===== src/rtl/fetch_pkg.sv =====
// Shared types and constants for the instruction-fetch stage.
package fetch_pkg;

  typedef enum logic [1:0] {
    IDLE  = 2'd0,
    FETCH = 2'd1,
    FULL  = 2'd2,
    DRAIN = 2'd3
  } fetch_state_t;

  localparam int          INSTR_BYTES      = 4;
  localparam int          ALIGN_BITS       = $clog2(INSTR_BYTES);
  localparam logic [31:0] DEFAULT_RESET_PC = 32'h0000_0000;

endpackage


===== src/rtl/fetch_out_reg.sv =====
// One-entry valid/ready output register holding {instr, instr_pc}.
// Priority: clear (flush) > load (new fetch) > drain (consumer took it).
module fetch_out_reg #(
  parameter int WIDTH = 32
) (
  input  logic             clk,
  input  logic             rst,
  input  logic             load_i,
  input  logic             drain_i,
  input  logic             clear_i,
  input  logic [WIDTH-1:0] data_i,
  input  logic [WIDTH-1:0] pc_i,
  output logic             valid_o,
  output logic [WIDTH-1:0] data_o,
  output logic [WIDTH-1:0] pc_o
);

  logic             valid_q;
  logic [WIDTH-1:0] data_q;
  logic [WIDTH-1:0] pc_q;

  // Entry update; data is kept on clear, only the valid bit is dropped.
  always_ff @(posedge clk or posedge rst) begin
    if (rst) begin
      valid_q <= 1'b0;
      data_q  <= '0;
      pc_q    <= '0;
    end else if (clear_i) begin
      valid_q <= 1'b0;
    end else if (load_i) begin
      valid_q <= 1'b1;
      data_q  <= data_i;
      pc_q    <= pc_i;
    end else if (drain_i) begin
      valid_q <= 1'b0;
    end
  end

  assign valid_o = valid_q;
  assign data_o  = data_q;
  assign pc_o    = pc_q;

endmodule


===== src/rtl/fetch_unit.sv =====
// Instruction-fetch stage: owns the architectural PC, talks req/ack to
// instruction memory and feeds decode through a one-entry output register.
// Optional feature macro: FETCH_MISALIGN_CHECK_EN (sticky misalign_err and
// forced word alignment of every PC load).
//
// Handshakes: imem_req/imem_ack - a request, once raised, stays up with a
// stable imem_addr until the cycle imem_ack is high (data valid same cycle).
// instr_valid/instr_ready - the instruction transfers on any cycle both are 1.
module fetch_unit
  import fetch_pkg::*;
#(
  parameter int               WIDTH    = 32,
  parameter logic [WIDTH-1:0] RESET_PC = WIDTH'(DEFAULT_RESET_PC)
) (
  input  logic             clk,
  input  logic             rst,
  input  logic [WIDTH-1:0] next_pc,
  input  logic             flush,
  output logic [WIDTH-1:0] PC,
  output logic             imem_req,
  output logic [WIDTH-1:0] imem_addr,
  input  logic             imem_ack,
  input  logic [WIDTH-1:0] imem_rdata,
  output logic [WIDTH-1:0] instr,
  output logic [WIDTH-1:0] instr_pc,
  output logic             instr_valid,
  input  logic             instr_ready,
  output logic             misalign_err,
  output logic [1:0]       dbg_state
);

  fetch_state_t     state_q, state_d;
  logic [WIDTH-1:0] pc_q, pc_d;
  logic [WIDTH-1:0] req_addr_q;
  logic             outstanding_q;
  logic             pc_load;
  logic             out_load, out_drain, out_clear;

  // A fresh request presents the current PC; a held request keeps its
  // latched address even if a flush has since moved the PC.
  assign imem_addr = outstanding_q ? req_addr_q : pc_q;
  assign PC        = pc_q;
  assign dbg_state = state_q;

  // Next-state and control decode; flush overrides everything else.
  always_comb begin
    state_d   = state_q;
    pc_load   = 1'b0;
    out_load  = 1'b0;
    out_drain = 1'b0;
    out_clear = 1'b0;
    imem_req  = 1'b0;
    case (state_q)
      IDLE: state_d = FETCH;
      FETCH: begin
        imem_req = 1'b1;
        if (imem_ack) begin
          out_load = 1'b1;
          pc_load  = 1'b1;
          state_d  = FULL;
        end
      end
      FULL: begin
        if (instr_ready) begin
          imem_req  = ~flush;
          out_drain = 1'b1;
          if (imem_ack) begin
            out_load = 1'b1;
            pc_load  = 1'b1;
          end else begin
            state_d = FETCH;
          end
        end
      end
      DRAIN: begin
        imem_req = 1'b1;
        if (imem_ack) state_d = FETCH;
      end
      default: state_d = IDLE;
    endcase
    if (flush) begin
      out_load  = 1'b0;
      out_drain = 1'b0;
      out_clear = 1'b1;
      pc_load   = 1'b1;
      state_d   = (imem_req && !imem_ack) ? DRAIN : FETCH;
    end
  end

`ifdef FETCH_MISALIGN_CHECK_EN
  logic misalign_q, misalign_d;

  // PC load with forced word alignment and sticky error capture.
  always_comb begin
    pc_d       = pc_q;
    misalign_d = misalign_q;
    if (pc_load) begin
      pc_d = {next_pc[WIDTH-1:ALIGN_BITS], {ALIGN_BITS{1'b0}}};
      if (next_pc[ALIGN_BITS-1:0] != '0) misalign_d = 1'b1;
    end
  end

  // Sticky error register, cleared only by reset.
  always_ff @(posedge clk or posedge rst) begin
    if (rst) misalign_q <= 1'b0;
    else     misalign_q <= misalign_d;
  end

  assign misalign_err = misalign_q;
`else
  // PC load takes the upstream value unmodified.
  always_comb begin
    pc_d = pc_q;
    if (pc_load) pc_d = next_pc;
  end

  assign misalign_err = 1'b0;
`endif

  // State, PC and request-tracking registers.
  always_ff @(posedge clk or posedge rst) begin
    if (rst) begin
      state_q       <= IDLE;
      pc_q          <= RESET_PC;
      req_addr_q    <= RESET_PC;
      outstanding_q <= 1'b0;
    end else begin
      state_q       <= state_d;
      pc_q          <= pc_d;
      outstanding_q <= imem_req & ~imem_ack;
      if (imem_req) req_addr_q <= imem_addr;
    end
  end

  fetch_out_reg #(.WIDTH(WIDTH)) u_out_reg (
    .clk     (clk),
    .rst     (rst),
    .load_i  (out_load),
    .drain_i (out_drain),
    .clear_i (out_clear),
    .data_i  (imem_rdata),
    .pc_i    (imem_addr),
    .valid_o (instr_valid),
    .data_o  (instr),
    .pc_o    (instr_pc)
  );

endmodule


===== config.mk =====
export PLATFORM = sky130hd
export DESIGN_NAME = fetch_unit
export DESIGN_NICKNAME = d
export VERILOG_FILES = /design/src/rtl/fetch_pkg.sv /design/src/rtl/fetch_out_reg.sv /design/src/rtl/fetch_unit.sv
export SDC_FILE = /design/constraint.sdc
export NUM_CORES = 1
export LEC_CHECK = 0
export CAP_MARGIN = 20
export CELL_PAD_IN_SITES_DETAIL_PLACEMENT = 1
export CELL_PAD_IN_SITES_GLOBAL_PLACEMENT = 1
export CORE_UTILIZATION = 40
export DETAILED_ROUTE_END_ITERATION = 12
export PLACE_DENSITY = 0.85
export SLEW_MARGIN = 20
export SYNTH_ARGS = -nofsm -noshare
export SYNTH_HDL_FRONTEND = slang
export SYNTH_HIERARCHICAL = 1
export SYNTH_SLANG_ARGS = --single-unit

===== constraint.sdc =====
create_clock -name clk -period 5.24 [get_ports clk]
set_input_delay 0.786 -clock clk [delete_from_list [all_inputs] [get_ports clk]]
set_output_delay 0.786 -clock clk [all_outputs]
set_load 0.01 [all_outputs]

[Word level (Yosys, flattened, before mapping)]
Cells that the tools add are included.
Storage, ports and cells
  register bits after elaboration: 132
  input port bits: 69
  output and inout port bits: 133
  logic and storage cells: 47
Cells by class
  equal/unequal tests: 7
  multiplexer cells: 22
  bitwise logic cells: 4
  reductions and logical operators: 7
Operator list (count)
  2-to-1 mux 32 bit: 1
  2-to-1 mux 1 bit: 12
  2-to-1 mux 2 bit: 6
  inequality test 3 bit (second input constant): 4
  one-hot mux 2 bit (4 select lines): 1
  equality test 2 bit (second input constant): 2
  one-hot mux 1 bit (2 select lines): 2
  AND reduction 4 bit: 1
  NOT 1 bit: 3
  nonzero test 3 bit: 1
  equality test 2 x 1 -> 1 bit (second input constant): 1
  zero test 2 bit: 1
  AND reduction 2 bit: 1
  OR reduction 2 bit: 1
  bitwise AND 1 bit: 1
  logical AND 1 bit: 1
  zero test 1 bit: 1

[Logic depth before layout (Yosys ltp)]
Gate-level depths: netlist of run 1.
  depth after elaboration: 6
  mapped depth: 8
  gate-level depth less buffers: 6

[Hierarchy]
The synthesis of run 1 kept the hierarchy.
Modules (own cells, without submodules)
  fetch_unit: instances 1, cells an instance 203, area an instance 3076.7 µm², sequential area each 1676.6 µm²
  fetch_out_reg: instances 1, cells an instance 141, area an instance 2745.1 µm², sequential area each 1626.6 µm²

[Least setup slack after synthesis of run 1]
No wires, ideal clock.
  path type: input to output
  start point: input flush
  end point: output imem_req
  data arrival time: 1.367 ns
  path slack: 3.087 ns
  stages on the path: 3
  buffers on the path: 1
  cells stage by stage: nand3b_4 a21oi_4 buf_6
On the way
  cells in the longest elaborated chain, start to end: 3
Ends and longest elaborated chain
  start: declaration: line fetch_unit.sv:18  | input logic flush,
  NOT 1 bit: line fetch_unit.sv:65  | imem_req = ~flush;
  2-to-1 mux 1 bit: line fetch_unit.sv:64  | if (instr_ready) begin
  one-hot mux 1 bit (2 select lines): line fetch_unit.sv:53  | case (state_q)
  end: declaration: line fetch_unit.sv:20  | output logic imem_req,
No other way between the ends.

[Final worst setup path of run 1]
  start point: register outstanding_q
  end point: output imem_addr[23]
On the way
  cells in the longest elaborated chain, start to end: 1
Ends and longest elaborated chain
  start: declaration: line fetch_unit.sv:35  | logic outstanding_q;
  start signal: assignment: line fetch_unit.sv:130  | outstanding_q <= imem_req & ~imem_ack;
  2-to-1 mux 32 bit: line fetch_unit.sv:41  | assign imem_addr = outstanding_q ? req_addr_q : pc_q;
  end: declaration: line fetch_unit.sv:21  | output logic [WIDTH-1:0] imem_addr,
No other way between the ends.

==> impl_metrics.ini, run 1 <==
[critical_path]
cp-startpoint = outstanding_q
critPathRequiredTime_ns = 4.45
endpoint = imem_addr[23]
cp_max_fo = 18
slowest_delay_ns = 0.80
rr_endpoint = u_out_reg/data_o[20]
crit_path_end_kind = output pin
r2r_start = dbg_state[0]
cp-start-kind = register
r2r_slack_ns = 2.63
path_cells = buf_4 > mux2_2 > clkdlybuf4s50_1
crit_slowest_cell = dfrtp_1
cp_top_family = buffers and inverters
arrival_ns = 2.55
critical_path_depth = 3
path_class = register to output pin
path_buf_inv = 2
worst_r2r_path_depth = 7

[status]
status = completed

[final_layout]
drive_gt1_share_pct = 35.3
layout_commonest_cell = clkdlybuf4s50_1
final_area_um2 = 8440
num_antenna_cells = 0
mostFrequentLayoutCells = clkdlybuf4s50_1 (200), dfrtp_1 (132), mux2_2 (98)
area_delta_synth_final_pct = 44.9
multi_input_area_um2 = 2260
num-nets-final = 625
fillCellCount = 1321
register_area_um2 = 3300

[global_routing]
grt.total_usage_pct = 21.3
overflow = 0
antenna_found_initial = 0
grt_pass1_vias = 4114
grt_max_degree = 44
grt_pass1_wl_mm = 23.7

[power]
swShare_pct = 30.1
p_leak_nw = 3.60
p_sw_mw = 1.55
p_total_mw = 5.17
power.internal_mw = 3.61
p_comb_share_pct = 44.7
peakVddDrop_mv = 0.272
p_seq_share_pct = 34.0
clockPowerShare_pct = 21.3
cellPowerDensity_nw_per_um2 = 612

[synth]
synth_area_leaders = dfrtp_1 (57%), mux2_2 (19%), mux2_4 (15%), buf_12 (2.4%), buf_6 (1.2%)
ys_seq_elements = 132
syn_area_um2 = 5820
ys_types = 25
synthCells = 344
yosysSeqAreaShare_pct = 56.7
synth_top_area_share_pct = 56.7
synth_nets = 417
synth_top_area_cell = dfrtp_1
ys_warn_count = 6
syn_area_per_cell_um2 = 16.9

[worst_hold_path]
hp-class = register to register

[job]
drv_cap = 0

[timing]
worst_slack_ns = 1.90
setup_tns_ns = 0
drv_slew = 0
setup_viol = 0
clock_skew_ns = 0.00751
relSlewSlack_pct = 43.9
finalCritPeriodShare_pct = 63.6
max_freq_mhz = 300
tightest_slew_ns = 0.842
layout_min_cycle_time_ns = 3.34
holdWs_ns = 0.485
hold_viol_final = 0
rsz0062_at_grt = false

[detailed_routing]
first_pass_iters = 4
drc = 0
avgRoutedWirePerCell_um = 20.7
wl_mm = 15.3
ant_nets = 0
viasPerCell = 4.89
dr.first_iter.drc_count = 89
via_count = 3636

[floorplanning]
die_y_um = 123
die-area_um2 = 15000
core_um2 = 14000
pin_count = 202
die_w_um = 123
rows = 43
initial_core_util_pct = 41.5

[clock_network]
path_clk_slew_ns = 0.06
cts_resized = 0
htreeDepth = 4
cts_buffers = 17
cts-root-buf = clkbuf_16
cts.sinks = 132
cts_tree = done
clockBufferDepth = 2
postCtsHoldBufs = 0
postCtsSetupBuffers = 0
clock_latency_ns = 0.42

[place]
gp_congestion = 0.817
pre_cts_ws_ns = 2.00
hpwl_mm = 10.7
portBuffers = 200
placed_area_um2 = 7860
how the worst min path moves through the flow:
stage	from	endpoint	depth (start not counted)
2_1_floorplan	req_addr_q[31]	req_addr_q[31]	1
3_3_place_gp	req_addr_q[31]	req_addr_q[31]	1
3_5_place_dp	req_addr_q[31]	req_addr_q[31]	1
4_1_cts	req_addr_q[31]	req_addr_q[31]	1
5_1_grt	u_out_reg/data_o[13]	u_out_reg/data_o[13]	1
6_report	req_addr_q[31]	req_addr_q[31]	1
routing by layer:
metal	track usage, %	part of all wire [%]	vias to the layer above
met5	0	0	-
met4	7.24	1.1	0
met3	6.41	6.4	12
met2	37.5	52	130
met1	24.6	40	1865
li1	-	-	1629
power by group through the flow:
stage	combinational (mW)	clock, mW	sequential (mW)
CTS	2.34	1.12	1.76
floorplan	1.11	0	1.83
global placement	2.23	0	1.73
detailed placement	2.31	0	1.77
global route	2.46	1.16	1.81
finish	2.31	1.10	1.75
through the flow:
stage / util, % / instances
floorplan: - / 344
global placement: 56.0 / 712
detailed placement: 56.0 / 712
CTS: 59.9 / 742
global route: 60.1 / 743
finish: 60.1 / 743
cell type report:
type | instances | area share, %
flip-flops and latches | 132 | 39.2
multi-input cells | 187 | 26.8
repair buffers | 207 | 24.6
clock buffers | 27 | 6.32
well taps | 180 | 2.67
inverters | 7 | 0.311
clock inverters | 3 | 0.208
cell families (layout without fill, tap and decap cells):
logic type | count (synthesis) | count (layout) | synth area share, %
compound gates | 8 | 8 | 1.12
other cells | 1 | 1 | 0.0644
flops | 132 | 132 | 56.7
fa+ha+maj | 4 | 4 | 0.860
buf+inv | 25 | 244 | 4.62
simple gates | 14 | 14 | 1.78
mux | 160 | 160 | 34.8
synth_stat cells:
cell type	n
a21oi_1	3
nor2b_1	5
mux2_4	60
mux2_2	98
mux2_1	2
inv_1	7
a211o_1	1
nand2_1	1
buf_6	6
or4b_2	1
dfrtp_1	132
nand3b_4	1
conb_1	1
nor2b_4	1
o21bai_2	1
o21ai_0	1
nor2_1	2
clkbuf_2	1
o311ai_0	1
buf_4	4
nor3_1	1
nand2b_1	2
a21oi_4	1
buf_12	7
ha_1	4
state kept, by name, summed over array words and instances (netlist names):
register,flops
u_out_reg/pc_o,32
u_out_reg/valid_o,1
PC,32
outstanding_q,1
req_addr_q,32
dbg_state,2
u_out_reg/data_o,32
Power figures use the tool's default switching activity.
==> inputs of run 2 (changes only) <==
--- a/config.mk
+++ b/config.mk
@@ -8,9 +8,9 @@
 export CAP_MARGIN = 20
 export CELL_PAD_IN_SITES_DETAIL_PLACEMENT = 1
 export CELL_PAD_IN_SITES_GLOBAL_PLACEMENT = 1
-export CORE_UTILIZATION = 40
+export CORE_UTILIZATION = 33
 export DETAILED_ROUTE_END_ITERATION = 12
-export PLACE_DENSITY = 0.85
+export PLACE_DENSITY = 0.75
 export SLEW_MARGIN = 20
 export SYNTH_ARGS = -nofsm -noshare
 export SYNTH_HDL_FRONTEND = slang
==> constraint.sdc (replaced) <==
create_clock -name clk -period 2.8 [get_ports clk]
set_input_delay 0.42 -clock clk [delete_from_list [all_inputs] [get_ports clk]]
set_output_delay 0.42 -clock clk [all_outputs]
set_load 0.01 [all_outputs]
==> impl_metrics.ini, run 2 (synthesis gave the netlist of run 1 again) <==
[status]
status = completed

[global_routing]
grt_pass1_wl_mm = 23.8
grt.total_usage_pct = 17.5
antenna_found_initial = 0
overflow = 0
grt_pass1_vias = 4179
grt_max_degree = 68

[power]
cellPowerDensity_nw_per_um2 = 1140
peakVddDrop_mv = 0.471
p_leak_nw = 3.64
p_total_mw = 9.78

[worst_hold_path]
hp-class = primary input to async pin

[timing]
relSlewSlack_pct = 61.9
clock_skew_ns = 0.00973
finalCritPeriodShare_pct = 89.5
setup_tns_ns = 0
layout_min_cycle_time_ns = 2.51
holdWs_ns = 0.446
setup_viol = 0
drv_slew = 0
hold_viol_final = 0
max_freq_mhz = 399
rsz0062_at_grt = false
tightest_slew_ns = 0.571

[detailed_routing]
drc = 0
wl_mm = 15.0
via_count = 3677
avgRoutedWirePerCell_um = 19.0
dr.first_iter.drc_count = 103
viasPerCell = 4.64
first_pass_iters = 4
ant_nets = 0

[floorplanning]
core_um2 = 17200
die_w_um = 135
rows = 48
die_y_um = 135
die-area_um2 = 18200
initial_core_util_pct = 33.8
pin_count = 202

[clock_network]
cts_tree = done
path_clk_slew_ns = 0.06
htreeDepth = 4
postCtsSetupBuffers = 0
cts.sinks = 132
cts-root-buf = clkbuf_16
clock_latency_ns = 0.42
cts_resized = 0
cts_buffers = 17
clockBufferDepth = 2
postCtsHoldBufs = 0

[final_layout]
drive_gt1_share_pct = 36.2
layout_commonest_cell = clkdlybuf4s50_1
num_antenna_cells = 0
mostFrequentLayoutCells = clkdlybuf4s50_1 (200), dfrtp_1 (132), mux2_2 (98)
area_delta_synth_final_pct = 47.4
num-nets-final = 628
stdcell_count = 792

[critical_path]
cp-start-kind = register
arrival_ns = 2.09
path_class = register to output pin
crit_path_end_kind = output pin
critPathRequiredTime_ns = 2.38
cp_max_fo = 4

[job]
drv_cap = 0

[place]
gp_congestion = 0.786
dp_cells = 761
hpwl_mm = 10.3
portBuffers = 200
[run 2: cell types whose count changed in the layout (fill, tap and decap cells not counted), moves of 2 or more]
cell,before,now
clkbuf_1,3,1
buf_12,0,4
clkbuf_8,7,4
clkinv_2,2,4
clkinvlp_4,1,3
bufinv_16,0,2
[run 2: layout make-up]
class,instances,area [um^2]
fill,1693,8650
sequential,132,3300
multi-input combinational,187,2260
timing repair buffer,210,2130
clock buffer,22,484
tap,225,282
clock inverter,9,103
inverter,7,26.3
[run 2: metrics by stage]
| step | instance area [um^2] | setup WS, ns | util [%] |
|---|---|---|---|
| finish | 8580 | 0.295 | 49.8 |
| global route | 8580 | 0.207 | 49.8 |
| CTS | 8580 | 0.256 | 49.8 |
| detailed placement | 8000 | 0.305 | 46.4 |
| global placement | 8000 | 0.373 | 46.4 |
| floorplan | 5820 | 0.697 | - |
[run 2: path summary, 6_finish.rpt]
kind / start / to / slack, ns / cells after the start
min in group clk: req_addr_q[31] / req_addr_q[31] / 0.48 / 1
worst min-delay path: rst / u_out_reg/pc_o[26] / 0.45 / 2
max in group asynchronous: rst / u_out_reg/data_o[9] / 1.54 / 4
worst min register to register: req_addr_q[31] / req_addr_q[31] / 0.48 / 1
worst max-delay path: dbg_state[0] / imem_req / 0.29 / 5
worst max register to register: dbg_state[0] / u_out_reg/data_o[13] / 0.50 / 7
[run 2: power breakdown]
part,internal (mW),switching (mW)
clock,1.39,0.819
combinational,2.74,1.59
sequential,2.74,0.495
[run 2: worst max-delay path: stages, from the launching register on]
cell and delay (ns):
dfrtp_1 0.41, inv_1 0.13, ha_1 0.28, nand3b_4 0.12
a21oi_4 0.17, clkdlybuf4s50_1 0.56
[run 2: per-layer routing]
metal  global-route usage [%]  vias up  routed length [um]
met5                        0        -                   0
met4                     6.55        0                 191
met3                     4.92       15                 988
met2                     29.9      131                7690
met1                     20.9     1903                6160
li1                         -     1628                   -
==> inputs of run 3 (changes only) <==
--- a/config.mk
+++ b/config.mk
@@ -10,7 +10,7 @@
 export CELL_PAD_IN_SITES_GLOBAL_PLACEMENT = 1
 export CORE_UTILIZATION = 33
 export DETAILED_ROUTE_END_ITERATION = 12
-export PLACE_DENSITY = 0.75
+export PLACE_DENSITY_LB_ADDON = 0.1
 export SLEW_MARGIN = 20
 export SYNTH_ARGS = -nofsm -noshare
 export SYNTH_HDL_FRONTEND = slang
==> impl_metrics.ini, run 3 (synthesis gave the netlist of run 1 again) <==
[status]
status = completed

[final_layout]
num_antenna_cells = 0
fillCellCount = 1696
num-nets-final = 627
layout_commonest_cell = clkdlybuf4s50_1
final_area_um2 = 8580
postLayoutCoreUtil_pct = 49.8
area_delta_synth_final_pct = 47.4
register_area_um2 = 3300
multi_input_area_um2 = 2260
drive_gt1_share_pct = 36.0
mostFrequentLayoutCells = clkdlybuf4s50_1 (200), dfrtp_1 (131), mux2_2 (98)
stdcell_count = 792

[timing]
max_freq_mhz = 386
setup_tns_ns = 0
drv_slew = 0
relSlewSlack_pct = 52.6
hold_viol_final = 0
worst_slack_ns = 0.206
setup_viol = 0
rsz0062_at_grt = false
holdWs_ns = 0.411
tightest_slew_ns = 0.710
layout_min_cycle_time_ns = 2.59
finalCritPeriodShare_pct = 92.6
clock_skew_ns = 0.0131

[detailed_routing]
wl_mm = 14.7
ant_nets = 0
wl_met1_mm = 6.47
via_count = 3616
avgRoutedWirePerCell_um = 18.6
wl_met2_mm = 7.29
first_pass_iters = 4
viasPerCell = 4.57
drc = 0
routed.top_layer = met4
wl_met3_um = 814
dr.first_iter.drc_count = 60

[floorplanning]
rows = 48
die_y_um = 135
core_um2 = 17200
pin_count = 202
die-area_um2 = 18200
die_w_um = 135
initial_core_util_pct = 33.8

[clock_network]
cts.sinks = 132
cts-root-buf = clkbuf_16
postCtsHoldBufs = 0
htreeDepth = 4
postCtsSetupBuffers = 0
cts_resized = 0
path_clk_slew_ns = 0.06
clock_latency_ns = 0.42
clockBufferDepth = 2
cts_tree = done
cts_buffers = 17

[global_routing]
grt_pass1_vias = 4116
antenna_found_initial = 0
grt_max_degree = 66
grt.total_usage_pct = 17.1
overflow = 0
grt_pass1_wl_mm = 23.3

[place]
dp_cells = 760
hpwl_mm = 10.3
gp_congestion = 0.782
placed_area_um2 = 8000
pre_cts_ws_ns = 0.282
portBuffers = 200

[power]
peakVddDrop_mv = 0.634
p_total_mw = 9.76
cellPowerDensity_nw_per_um2 = 1140
p_leak_nw = 3.63

[critical_path]
arrival_ns = 2.17
cp_max_fo = 18
path_class = register to output pin
cp-start-kind = register
crit_path_end_kind = output pin
critPathRequiredTime_ns = 2.38

[worst_hold_path]
hp-class = primary input to async pin

[job]
drv_cap = 0
-- run 3: changes by cell type in the layout (fill, tap and decap cells not counted) --
cell,previous run,this run
dfrtp_2,0,1
buf_4,6,4
clkbuf_1,1,3
buf_12,4,5
dfrtp_1,132,131
clkbuf_8,4,3
-- run 3: report_power, final --
group | internal [mW] | switching [mW]
logic | 2.75 | 1.55
clock network | 1.37 | 0.820
registers | 2.74 | 0.523
-- run 3: critical path: stages, from the launching register on --
cell,delay (ns)
dfrtp_2,0.64
buf_12,0.23
mux2_2,0.36
clkdlybuf4s50_1,0.52
-- run 3: cell type report --
class	instances	share of cell area, %
inverter	7	0.306
clock buffer	23	5.57
sequential	132	38.5
timing repair buffer	209	24.8
clock inverter	9	1.20
multi-input combinational	187	26.3
tap	225	3.28
-- run 3: layer usage --
layer / vias up / track usage [%]
met5: - / 0
met4: 0 / 6.18
met3: 12 / 4.65
met2: 107 / 27.8
met1: 1866 / 21.9
li1: 1631 / -
-- run 3: final timing paths --
kind / from / to / slack [ns] / depth (start not counted)
worst min register to register: req_addr_q[31] / req_addr_q[31] / 0.49 / 1
worst max-delay path: outstanding_q / imem_addr[21] / 0.21 / 3
worst min-delay path: rst / u_out_reg/data_o[2] / 0.41 / 3
min in group clk: req_addr_q[31] / req_addr_q[31] / 0.49 / 1
max in group asynchronous: rst / req_addr_q[28] / 1.65 / 3
worst max register to register: dbg_state[0] / u_out_reg/pc_o[21] / 0.48 / 7
